## src/rtl/k_and_s_pkg.sv

```systemverilog
// rtl/k_and_s_pkg.sv - K&S shared sizes and the memory loader state type
package k_and_s_pkg;

    localparam int KS_ADDR_W    = 5;
    localparam int KS_DATA_W    = 16;
    localparam int KS_MEM_DEPTH = 32;

    typedef enum logic {
        LOAD = 1'b0,
        RUN  = 1'b1
    } ks_mem_state_t;

endpackage

```

## src/rtl/ks_ram_array.sv

```systemverilog
// rtl/ks_ram_array.sv - single-port word storage with registered read-first output
//
// Ports:
//   clk, rst_n   clock, asynchronous active-low reset (output register only)
//   we_i         write strobe for addr_i / wdata_i
//   addr_i       shared read/write address
//   wdata_i      write data
//   rd_en_i      when high, rdata_o captures mem[addr_i]; when low it holds
//   rdata_o      registered read data (old word on a same-address write)
module ks_ram_array #(
    parameter int DEPTH  = 32,
    parameter int ADDR_W = 5,
    parameter int DATA_W = 16
) (
    input  logic              clk,
    input  logic              rst_n,
    input  logic              we_i,
    input  logic [ADDR_W-1:0] addr_i,
    input  logic [DATA_W-1:0] wdata_i,
    input  logic              rd_en_i,
    output logic [DATA_W-1:0] rdata_o
);

    logic [DATA_W-1:0] mem_q [DEPTH];
    logic [DATA_W-1:0] rdata_q;

    // Array contents are deliberately not reset so a partial image survives.
    always_ff @(posedge clk) begin
        if (we_i) begin
            mem_q[addr_i] <= wdata_i;
        end
    end

    // Non-blocking read of mem_q returns the pre-write word: read-first.
    always_ff @(posedge clk or negedge rst_n) begin
        if (!rst_n) begin
            rdata_q <= '0;
        end else if (rd_en_i) begin
            rdata_q <= mem_q[addr_i];
        end
    end

    assign rdata_o = rdata_q;

endmodule

```

## src/rtl/ks_memory.sv

```systemverilog
// rtl/ks_memory.sv - K&S unified program/data memory with host boot loader
//
// Optional feature macro: KS_MEM_PROTECT_EN (write-protect loaded program words).
//
// Ports:
//   clk, rst_n                 clock, asynchronous active-low reset
//   ram_addr, ram_wdata,
//   ram_write_enable           processor access (honoured only in RUN)
//   ram_rdata                  registered read data, 1-cycle latency, 0 in LOAD
//   load_valid, load_data,
//   load_last, load_ready      host image stream
//   cpu_run                    image loaded, processor may run
//   prog_len                   number of words loaded (0..DEPTH)
//   prot_fault                 sticky suppressed-write flag
module ks_memory
    import k_and_s_pkg::*;
#(
    parameter int DEPTH  = KS_MEM_DEPTH,
    parameter int ADDR_W = KS_ADDR_W,
    parameter int DATA_W = KS_DATA_W
) (
    input  logic              clk,
    input  logic              rst_n,
    input  logic [ADDR_W-1:0] ram_addr,
    input  logic [DATA_W-1:0] ram_wdata,
    input  logic              ram_write_enable,
    output logic [DATA_W-1:0] ram_rdata,
    input  logic              load_valid,
    input  logic [DATA_W-1:0] load_data,
    input  logic              load_last,
    output logic              load_ready,
    output logic              cpu_run,
    output logic [ADDR_W:0]   prog_len,
    output logic              prot_fault
);

    localparam logic [ADDR_W-1:0] LAST_ADDR = ADDR_W'(DEPTH - 1);

    ks_mem_state_t     state_q, state_d;
    logic [ADDR_W-1:0] load_ptr_q, load_ptr_d;
    logic [ADDR_W:0]   prog_len_q, prog_len_d;
    logic              ready_q, ready_d;

    logic              accept;
    logic              last_beat;
    logic              wr_blocked;
    logic              mem_we;
    logic [ADDR_W-1:0] mem_addr;
    logic [DATA_W-1:0] mem_wdata;
    logic              mem_rd_en;

    // ready_q is only ever high in LOAD, so it alone qualifies a beat.
    assign accept    = load_valid && ready_q;
    // A beat into the last slot ends the load even without load_last.
    assign last_beat = accept && (load_last || (load_ptr_q == LAST_ADDR));

    // State register
    always_ff @(posedge clk or negedge rst_n) begin
        if (!rst_n) begin
            state_q    <= LOAD;
            load_ptr_q <= '0;
            prog_len_q <= '0;
            ready_q    <= 1'b0;
        end else begin
            state_q    <= state_d;
            load_ptr_q <= load_ptr_d;
            prog_len_q <= prog_len_d;
            ready_q    <= ready_d;
        end
    end

    // Next-state logic; RUN is left only through reset.
    always_comb begin
        state_d    = state_q;
        load_ptr_d = load_ptr_q;
        prog_len_d = prog_len_q;
        if (state_q == LOAD && last_beat) begin
            state_d = RUN;
        end
        if (accept) begin
            prog_len_d = prog_len_q + 1'b1;
            if (load_ptr_q != LAST_ADDR) begin
                load_ptr_d = load_ptr_q + 1'b1;
            end
        end
        // Registered so load_ready stays low through reset and falls on the
        // same edge that accepts the final beat.
        ready_d = (state_d == LOAD);
    end

`ifdef KS_MEM_PROTECT_EN
    logic fault_q;

    assign wr_blocked = ({1'b0, ram_addr} < prog_len_q);

    always_ff @(posedge clk or negedge rst_n) begin
        if (!rst_n) begin
            fault_q <= 1'b0;
        end else if (state_q == RUN && ram_write_enable && wr_blocked) begin
            fault_q <= 1'b1;
        end
    end

    assign prot_fault = fault_q;
`else
    assign wr_blocked = 1'b0;
    assign prot_fault = 1'b0;
`endif

    // Output logic: steer the single array port between loader and processor.
    always_comb begin
        cpu_run   = 1'b0;
        mem_we    = 1'b0;
        mem_addr  = load_ptr_q;
        mem_wdata = load_data;
        mem_rd_en = 1'b0;
        if (state_q == LOAD) begin
            mem_we = accept;
        end else begin
            cpu_run   = 1'b1;
            mem_addr  = ram_addr;
            mem_wdata = ram_wdata;
            mem_we    = ram_write_enable && !wr_blocked;
            mem_rd_en = 1'b1;
        end
    end

    ks_ram_array #(
        .DEPTH  (DEPTH),
        .ADDR_W (ADDR_W),
        .DATA_W (DATA_W)
    ) u_ram (
        .clk     (clk),
        .rst_n   (rst_n),
        .we_i    (mem_we),
        .addr_i  (mem_addr),
        .wdata_i (mem_wdata),
        .rd_en_i (mem_rd_en),
        .rdata_o (ram_rdata)
    );

    assign load_ready = ready_q;
    assign prog_len   = prog_len_q;

endmodule
```

## config.mk

```make
export PLATFORM = sky130hd
export DESIGN_NAME = ks_memory
export DESIGN_NICKNAME = d
export VERILOG_FILES = /design/src/rtl/k_and_s_pkg.sv /design/src/rtl/ks_ram_array.sv /design/src/rtl/ks_memory.sv
export SDC_FILE = /design/constraint.sdc
export NUM_CORES = 1
export LEC_CHECK = 0
export ABC_AREA = 1
export CORE_MARGIN = 1
export CORE_UTILIZATION = 50
export CTS_BUF_LIST = sky130_fd_sc_hd__clkbuf_16
export DETAILED_ROUTE_END_ITERATION = 10
export MAX_ROUTING_LAYER = met4
export PLACE_DENSITY = 0.76
export SLEW_MARGIN = 10
export SYNTH_ARGS = -nofsm -noshare
export SYNTH_HDL_FRONTEND = slang
export SYNTH_SLANG_ARGS = --single-unit
```

## constraint.sdc

```tcl
create_clock -name clk -period 3.5 [get_ports clk]
set_input_delay 0.7 -clock clk [delete_from_list [all_inputs] [get_ports clk]]
set_output_delay 0.7 -clock clk [all_outputs]
set_load 0.05 [all_outputs]
```

==> metrics.md, run 1 <==
| Metric | Value |
|---|---|
| RSZ-0062 raised after global routing | false |
| Die Width | between 200 and 250 um |
| Biggest area consumer among synthesized cells | edfxtp_1 |
| Mapped Area | 23300 um2 |
| Initial antenna violation count | 0 |
| Synth Register Bits | between 500 and 600 |
| Number of max-cap violations | 0 |
| Hold Crit Class | reg2reg |
| PwrDens | about 510 nW/um2 |
| Final Critical Period | 3.03 ns |
| Largest net degree at the start of global routing | 85 |
| Synth area leaders | edfxtp_1, nand2_1, nand3_1 |
| Critical path cell sequence | buf_4 -> clkdlybuf4s50_1 |
| DRT iter0 DRCs | about 1900 |
| CP max stage cell | clkdlybuf4s50_1 |
| Fillers | approximately 3700 |
| Core box area | approximately 46000 um2 |
| Slew Viols, Final | 0 |
| Clk root buf | clkbuf_16 |
| Clock buffer count from CTS | 53 |
| ANT nets after route | 0 |
| Multi-input logic area | around 6400 um2 |
| Drt pass-1 iters | 5 |
| First-pass GRT wire length | approximately 94000 um |
| Leak pwr | ~11 nW |
| Crit path buf inv count | 2 |
| Crit Path Class | reg2out |
| Yosys cell types | 30 |
| Final HPWL DP | approximately 37000 um |
| Post-CTS repair timing setup buffer count | 0 |
| Worst hold path depth | 1 |
| Clock transition at path regs | around 0.060 ns |
| Vias in the first global route | around 16000 |
| Largest stage delay on the critical path | just over 0.8 ns |
| Synthesized instance count | about 2300 |
| Post-route cell area | 26700 um2 |
| Layout cells sized above 1 | a little under a tenth |
| Via-to-Cell Ratio | between 5 and 6 |
| Critical Path RT | 2.80 ns |
| CP Max Fanout | 17 |
| DRT Wirelength | 61900 um |
| Peak VDD IR | roughly 0.00047 V |
| Die H | roughly 220 um |
| Initial Util | between 50% and 60% |
| Number of hold buffers added after CTS | 0 |
| # diodes | 0 |
| Most common cell after layout, fill and taps aside | nand2_1 |
| Most frequent cells in the layout | nand2_1, edfxtp_1, nand3_1 |
| Fin. Hold Viols | 0 |
| Die footprint | roughly 47000 um2 |
| Sequential fraction of the synthesis area | 69.2% |
| Worst slew pin tran | 0.993 ns |
| Port bufs | between 60 and 70 |
| Mapped Nets | 2317 |
| Via count | 16600 |
| GR Overflow Total | 0 |
| CTS tree | yes |
| Critical path arrival | about 2.3 ns |
| I/O pin cnt | 67 |
| DRC Markers | 0 |
| CP startpoint kind | flip-flop |
| Register-to-Register Path Depth | 7 |
| Clock skew | around 0.021 ns |
| Reg area | about 16000 um2 |
| Clk sink count | approximately 540 |
| CTS resizes | 0 |
| Status | complete, no violations |
| Top-area cell type share of the netlist area | roughly 66% |
| Area growth syn-to-layout | 14.8% |
| Delay-heaviest family, CP | buffers and inverters |
| Rows | between 70 and 80 |
| Dpl ws | approximately 0.28 ns |
| Global placement routability congestion | 0.927 |
| Relative slew slack | ~34% |
| GR Util All Layers | between 20% and 30% |
| Total negative slack | 0 ns |
| Tcrit/Tclk final | roughly 87% |
| WL/cell | 20.5 um |
| Warning count from the yosys run | 0 |
| Placed Area | 25000 um2 |
| Worst path depth | 2 |
| Worst-skew pair later-pin latency | 0.61 ns |
| CP Capture Type | primary output |
| Fmax achieved | about 330 MHz |
| Final setup fails | 0 |
| Max Buffers Root-to-Sink | 3 |
| H-tree depth | 2 |
| Nets | about 2400 |
| Syn Area/Cell | around 10 um2 |
| Final Worst Setup Slack | roughly 0.47 ns |
==> area by class of cell <==
| cell class | instances | area share (%) |
|---|---|---|
| Clock buffer | 55 | 5.15 |
| Clock inverter | 45 | 1.18 |
| Inverter | 50 | 0.749 |
| Multi-Input combinational cell | 1563 | 24.1 |
| Sequential cell | 541 | 60.3 |
| Tap cell | 600 | 2.81 |
| Timing Repair Buffer | 166 | 5.69 |
==> path summary, 6_finish.rpt <==
kind / start / slack (ns) / to
setup / recovery: state_q$_DFF_PN0_ / 0.47 / cpu_run
hold / removal: prog_len[5]$_DFFE_PN0P_ / 0.50 / prog_len[5]$_DFFE_PN0P_
setup reg to reg: state_q$_DFF_PN0_ / 0.70 / u_ram.mem_q[6][7]$_DFFE_PP_
hold reg to reg: prog_len[5]$_DFFE_PN0P_ / 0.50 / prog_len[5]$_DFFE_PN0P_
max in group asynchronous: rst_n / 2.18 / u_ram.rdata_o[9]$_DFFE_PN0P_
min in group asynchronous: rst_n / 0.64 / prog_len[4]$_DFFE_PN0P_
==> metrics by stage <==
step                      total power, mW  std cells  hold WS, ns  util (%)
after floorplan                      7.85       2272        0.404         -
after detailed placement             8.28       2920        0.486      54.8
after global placement               8.27       2920        0.466      54.8
after global routing                 14.1       3020        0.517      58.5
after CTS                            13.7       3020        0.494      58.5
final                                13.7       3020        0.498      58.5
==> cell families after synthesis <==
family                     count (synthesis)  share of synthesized area [%]
adders and majority gates                  3                          0.161
AOI/OAI and AO/OA                         12                          0.451
other                                      1                         0.0161
xor gates and xnor gates                   8                          0.301
muxes                                      1                         0.0484
buffers and inverters                    168                           3.27
and+or+nand+nor                         1538                           26.6
DFF                                      541                           69.2
==> report_power, final <==
part           total (mW)  switching [mW]  internal, mW
clock network        5.55            2.42          3.14
logic                1.02           0.741         0.283
registers            7.14          0.0215          7.12
total                13.7            3.18          10.5
==> synth_stat cells <==
cell and instances:
nand3_4 1, xor2_1 6, nor3_4 7, buf_2 39
edfxtp_1 512, nand2_4 2, ha_1 3, clkbuf_1 47
o21ai_4 3, inv_1 46, a21oi_1 2, or2_2 16
inv_4 2, buf_6 7, buf_1 20, mux2_2 1
nor3_1 1, nor2_1 68, xnor2_1 2, inv_2 1
nand2_1 1237, nand2_2 3, buf_4 5, nand4_1 1
conb_1 1, clkinv_4 1, dfrtp_1 29, o21ai_0 4
o21ai_2 3, nand3_1 202
==> layer usage <==
| metal | track usage, % | part of all wire [%] | wire [um] | vias to the layer above |
|---|---|---|---|---|
| met5 | - | 0 | 0 | - |
| met4 | 12.2 | 4.2 | 2580 | 0 |
| met3 | 3.65 | 8.9 | 5520 | 142 |
| met2 | 41.8 | 47 | 29100 | 878 |
| met1 | 36.8 | 40 | 24700 | 7897 |
| li1 | - | - | - | 7676 |
==> sequential cells by signal, summed over array words and instances (netlist names) <==
register / count
prog_len: 6
load_ptr_q: 5
u_ram.mem_q: 512
load_ready: 1
u_ram.rdata_o: 16
state_q: 1
Note: power is estimated with default switching activity, not from simulation.
==> run 2, diff against run 1 <==
--- a/config.mk
+++ b/config.mk
@@ -6,9 +6,9 @@
 export NUM_CORES = 1
 export LEC_CHECK = 0
 export ABC_AREA = 1
+export CORE_ASPECT_RATIO = 1.25
 export CORE_MARGIN = 1
 export CORE_UTILIZATION = 50
-export CTS_BUF_LIST = sky130_fd_sc_hd__clkbuf_16
 export DETAILED_ROUTE_END_ITERATION = 10
 export MAX_ROUTING_LAYER = met4
 export PLACE_DENSITY = 0.76
==> metrics.md, run 2 (synthesis gave the netlist of run 1 again) <==
| Metric | Value |
|---|---|
| Status | complete, no violations |
| Leak pwr | 11.1 nW |
| DRC Markers | 0 |
| WL/cell | roughly 21 um |
| Max reg flops | ~500 |
| Dpl ws | approximately 0.39 ns |
| CP Capture Type | flip-flop |
| Final HPWL DP | between 30000 and 40000 um |
| Clock power share | between 40% and 50% |
| GR Util All Layers | about 28% |
| Layout cells sized above 1 | under 10% |
| Final setup fails | 0 |
| Grt met3 use | 3.36% |
| Core box area | approximately 46000 um2 |
| Total Power | 13.7 mW |
| Post-route cell area | 26600 um2 |
| Number of max-cap violations | 0 |
| Hold Crit Class | reg2reg |
| Via count | between 15000 and 20000 |
| Port bufs | 65 |
| Global placement routability congestion | between 0.9 and 1 |
| CP max stage cell | dfrtp_2 |
| Rows | between 80 and 90 |
| Die Width | just under 200 um |
| Number of hold buffers added after CTS | 0 |
| Post-CTS repair timing setup buffer count | 0 |
| Crit-path most repeated cell | buf_4 |
| Initial Util | 50.6% |
| Final Worst Setup Slack | 0.560 ns |
| GR Overflow Total | 0 |
| Critical path cell sequence | buf_4 -> o21ai_2 -> nor3_4 -> inv_1 -> nor2_1 -> buf_4 |
| Largest stage delay on the critical path | ~0.7 ns |
| Total negative slack | 0 ns |
| Area growth syn-to-layout | 14.1% |
| Initial antenna violation count | 0 |
| Peak VDD IR | between 0.0003 and 0.0004 V |
| CTS tree | yes |
| Nets | 2405 |
| PwrDens | slightly above 500 nW/um2 |
| Sw Share | a little under a quarter |
| Fin. Hold Viols | 0 |
| Vias in the first global route | between 15000 and 20000 |
| Via-to-Cell Ratio | around 5.5 |
| Drt pass-1 iters | 6 |
| I/O pin cnt | 67 |
| Crit path buf inv count | 3 |
| Largest Register | u_ram.mem_q |
| Max Buffers Root-to-Sink | 3 |
| Top Usage Layer GRT | met2 |
| First-pass GRT wire length | approximately 96000 um |
| Slew Viols, Final | 0 |
| Clock skew | about 0.019 ns |
| Hold WS | between 0.4 and 0.5 ns |
| Final Critical Period | between 2 and 3 ns |
| Post-route insts no fill | 2984 |
| CP startpoint kind | flip-flop |
| # diodes | 0 |
| Most frequent cells in the layout | nand2_1, edfxtp_1, nand3_1 |
| Power Internal | between 10 and 15 mW |
| Clock buffer count from CTS | 48 |
| DRT iter0 DRCs | 2171 |
| Die H | ~240 um |
| CTS resizes | 0 |
| Worst-skew pair later-pin latency | around 0.58 ns |
| DRT Wirelength | around 63000 um |
| RSZ-0062 raised after global routing | false |
| Flop pwr share | around 52% |
| ANT nets after route | 0 |
| CP Max Fanout | 25 |
| Clk root buf | clkbuf_16 |
| P_sw | between 3 and 4 mW |
| Die footprint | between 40000 and 50000 um2 |
| Largest net degree at the start of global routing | between 100 and 150 |
| Most common cell after layout, fill and taps aside | nand2_1 |
| Relative slew slack | between 50% and 60% |
| Placed cells | 2895 |
| H-tree depth | 2 |
| Critical Path RT | approximately 3.8 ns |
| Gate power share | under 10% |
| Met1 Usage GRT | roughly a third |
| GR Util met2 | ~46% |
| Fmax achieved | 340 MHz |
| Tcrit/Tclk final | between 80% and 90% |
| Crit Path Class | reg2reg |
| Worst slew pin tran | between 0.7 and 0.8 ns |
| Placed Area | approximately 25000 um2 |
| Clk sink count | 541 |
| Clock transition at path regs | 0.07 ns |
| Critical path arrival | ~3.2 ns |
| Delay-heaviest family, CP | buffers and inverters |
| Fin util | 57.7% |
## run 2: cell types whose count changed in the layout (fill, tap and decap cells not counted), moves of 3 or more
| cell | change |
|---|---|
| buf_4 | -8 |
| clkinv_2 | -4 |
| bufinv_16 | +5 |
| clkbuf_16 | -6 |
| clkbuf_1 | +3 |
| inv_1 | -8 |
## run 2: final cells by class
class / count / area [um2]
Multi-Input combinational cell: 1563 / 6450
Fill cell: 3671 / 19500
Clock inverter: 37 / 423
Inverter: 50 / 200
Clock buffer: 52 / 1240
Tap cell: 585 / 732
Timing Repair Buffer: 156 / 1420
Sequential cell: 541 / 16100
## run 2: power by group through the flow
stage	Combinational [mW]	Clock (mW)	Sequential, mW
CTS	1.03	5.61	7.14
global placement	1.01	0	7.27
floorplan	0.491	0	7.36
global route	1.11	5.83	7.13
finish	1.03	5.56	7.14
detailed placement	1.02	0	7.27
## run 2: path summary, 6_finish.rpt
| check | slack, ns | to | depth (start not counted) | startpoint |
|---|---|---|---|---|
| min in group asynchronous | 0.53 | u_ram.rdata_o[14]$_DFFE_PN0P_ | 2 | rst_n |
| setup reg to reg | 0.56 | u_ram.mem_q[19][14]$_DFFE_PP_ | 6 | state_q$_DFF_PN0_ |
| setup / recovery | 0.56 | u_ram.mem_q[19][14]$_DFFE_PP_ | 6 | state_q$_DFF_PN0_ |
| hold / removal | 0.48 | prog_len[5]$_DFFE_PN0P_ | 1 | prog_len[5]$_DFFE_PN0P_ |
| max in group asynchronous | 2.65 | state_q$_DFF_PN0_ | 2 | rst_n |
| hold reg to reg | 0.48 | prog_len[5]$_DFFE_PN0P_ | 1 | prog_len[5]$_DFFE_PN0P_ |
## run 2: worst register-to-register path, cell delays in order, from the launching register on
cell,delay (ns)
dfrtp_2,0.70
buf_4,0.41
o21ai_2,0.23
nor3_4,0.61
inv_1,0.25
nor2_1,0.16
buf_4,0.25
## run 2: per-layer routing
metal  routed length [um]  part of all wire, %
met5                    0                    0
met4                 3400                  5.4
met3                 4390                  6.9
met2                31400                   50
met1                24100                   38
==> run 3, diff against run 2 <==
==> constraint.sdc (replaced) <==
create_clock -name clk -period 2.8 [get_ports clk]
set_input_delay 0.56 -clock clk [delete_from_list [all_inputs] [get_ports clk]]
set_output_delay 0.56 -clock clk [all_outputs]
set_load 0.05 [all_outputs]
==> metrics.md, run 3 (synthesis gave the netlist of run 1 again) <==
| Metric | Value |
|---|---|
| Crit Path Class | reg2reg |
| Clk root buf | clkbuf_16 |
| H-tree depth | 2 |
| CTS resizes | 1 |
| DRC Markers | 0 |
| Critical Path RT | roughly 3.3 ns |
| Worst-skew pair later-pin latency | roughly 0.58 ns |
| ANT nets after route | 0 |
| Placed Area | about 26000 um2 |
| Largest net degree at the start of global routing | 74 |
| Fin. Hold Viols | 0 |
| Metal-1 WL | between 20000 and 25000 um |
| Global placement routability congestion | between 0.9 and 1 |
| Worst slew pin tran | around 0.62 ns |
| Area growth syn-to-layout | 17.4% |
| I/O pin cnt | 67 |
| Status | complete, no violations |
| Routed wl met2 | between 30000 and 40000 um |
| Critical path arrival | 3.03 ns |
| Most common cell after layout, fill and taps aside | nand2_1 |
| Largest Register | u_ram.mem_q |
| CP startpoint kind | flip-flop |
| Die Width | 195 um |
| Max reg flops | roughly 510 |
| CTS tree | yes |
| Die H | between 200 and 250 um |
| Fmax achieved | a little under 400 MHz |
| Number of hold buffers added after CTS | 0 |
| CP max stage cell | dfrtp_2 |
| Clk sink count | between 500 and 600 |
| GR Overflow Total | 0 |
| # diodes | 0 |
| Final Worst Setup Slack | 0.245 ns |
| Initial Util | about half |
| DRT Wirelength | 61900 um |
| First-pass GRT wire length | between 90000 and 100000 um |
| Via count | 16700 |
| Slew Viols, Final | 0 |
| GR Util All Layers | between 20% and 30% |
| Total negative slack | 0 ns |
| Reg2Reg Setup Slack | approximately 0.24 ns |
| Post-CTS repair timing setup buffer count | 0 |
| Metal3 WL | between 4000 and 5000 um |
| Peak VDD IR | 0.000563 V |
| Nets | 2448 |
| Clock skew | about 0.0095 ns |
| PwrDens | 623 nW/um2 |
| Relative slew slack | 58.4% |
| Vias in the first global route | about 16000 |
| Hold Crit Class | in2async |
| Port bufs | 65 |
| Crit-path most repeated cell | nand2_1 |
| Number of max-cap violations | 0 |
| Total Power | ~17 mW |
| Critical path cell sequence | buf_4 -> nand2_1 -> o21ai_4 -> inv_4 -> buf_12 -> nand2_1 -> nand2_1 -> nand2_1 -> nand2_1 -> nor2_1 -> nand3_1 -> nand2_1 -> inv_1 |
| RSZ-0062 raised after global routing | false |
| Hold WS | 0.430 ns |
| CP Max Fanout | 35 |
| Clock buffer count from CTS | 50 |
| Final setup fails | 0 |
| Final HPWL DP | about 38000 um |
| Core box area | 46000 um2 |
| Clock transition at path regs | ~0.060 ns |
| Highest metal used | met4 |
| Post-route cell area | roughly 27000 um2 |
| CP Capture Type | flip-flop |
| Layout cells sized above 1 | between 10% and 20% |
| Multi-input logic area | 6460 um2 |
| Tcrit/Tclk final | 91.3% |
| Final Critical Period | approximately 2.6 ns |
| Max Buffers Root-to-Sink | 3 |
| Fillers | roughly 3600 |
| Most frequent cells in the layout | nand2_1, edfxtp_1, nand3_1 |
| Drt pass-1 iters | 6 |
| Die footprint | between 40000 and 50000 um2 |
| Reg area | between 15000 and 20000 um2 |
| Rows | 88 |
| Dpl ws | -0.0449 ns |
| Via-to-Cell Ratio | between 5 and 6 |
| WL/cell | about 20 um |
| Largest stage delay on the critical path | about 0.51 ns |
| Leak pwr | approximately 11 nW |
| DRT iter0 DRCs | 1921 |
| Initial antenna violation count | 0 |
[run 3: report_power, final]
| group | switching, mW | total, mW | leakage (nW) | internal [mW] |
|---|---|---|---|---|
| Combinational | 0.907 | 1.31 | 5.67 | 0.404 |
| Sequential | 0.0384 | 8.94 | 4.96 | 8.90 |
| Clock | 2.91 | 6.79 | 0.802 | 3.88 |
[run 3: layout make-up]
cell class | instances | share of cell area (%)
Inverter | 50 | 0.732
Multi-Input combinational cell | 1563 | 23.6
Timing Repair Buffer | 197 | 8.06
Clock buffer | 70 | 5.15
Clock inverter | 23 | 0.829
Sequential cell | 541 | 58.9
Tap cell | 585 | 2.68
[run 3: stage by stage]
stage | instances | utilization [%]
floorplan | 2272 | -
global placement | 2936 | 55.8
detailed placement | 2936 | 55.8
CTS | 3029 | 59.4
global route | 3029 | 59.4
finish | 3029 | 59.4
[run 3: final timing paths]
path,startpoint,end,depth (start not counted)
setup / recovery,state_q$_DFF_PN0_,u_ram.rdata_o[11]$_DFFE_PN0P_,13
hold / removal,rst_n,prog_len[3]$_DFFE_PN0P_,2
setup reg to reg,state_q$_DFF_PN0_,u_ram.rdata_o[11]$_DFFE_PN0P_,13
hold reg to reg,prog_len[5]$_DFFE_PN0P_,prog_len[5]$_DFFE_PN0P_,1
max in group asynchronous,rst_n,state_q$_DFF_PN0_,2
min in group clk,prog_len[5]$_DFFE_PN0P_,prog_len[5]$_DFFE_PN0P_,1
[run 3: per-layer routing]
metal  vias up  track usage [%]
met3       152             3.27
met5         -                -
met4         0             14.2
met1      8043             32.8
met2       801             44.4
li1       7735                -
[run 3: worst max-delay path: cells and delay by family, from the launching register on]
kind	cells	cell delay, ns
AOI/OAI and AO/OA	1	0.14
buffers and inverters	4	0.77
DFF	1	0.51
and+or+nand+nor	8	0.99
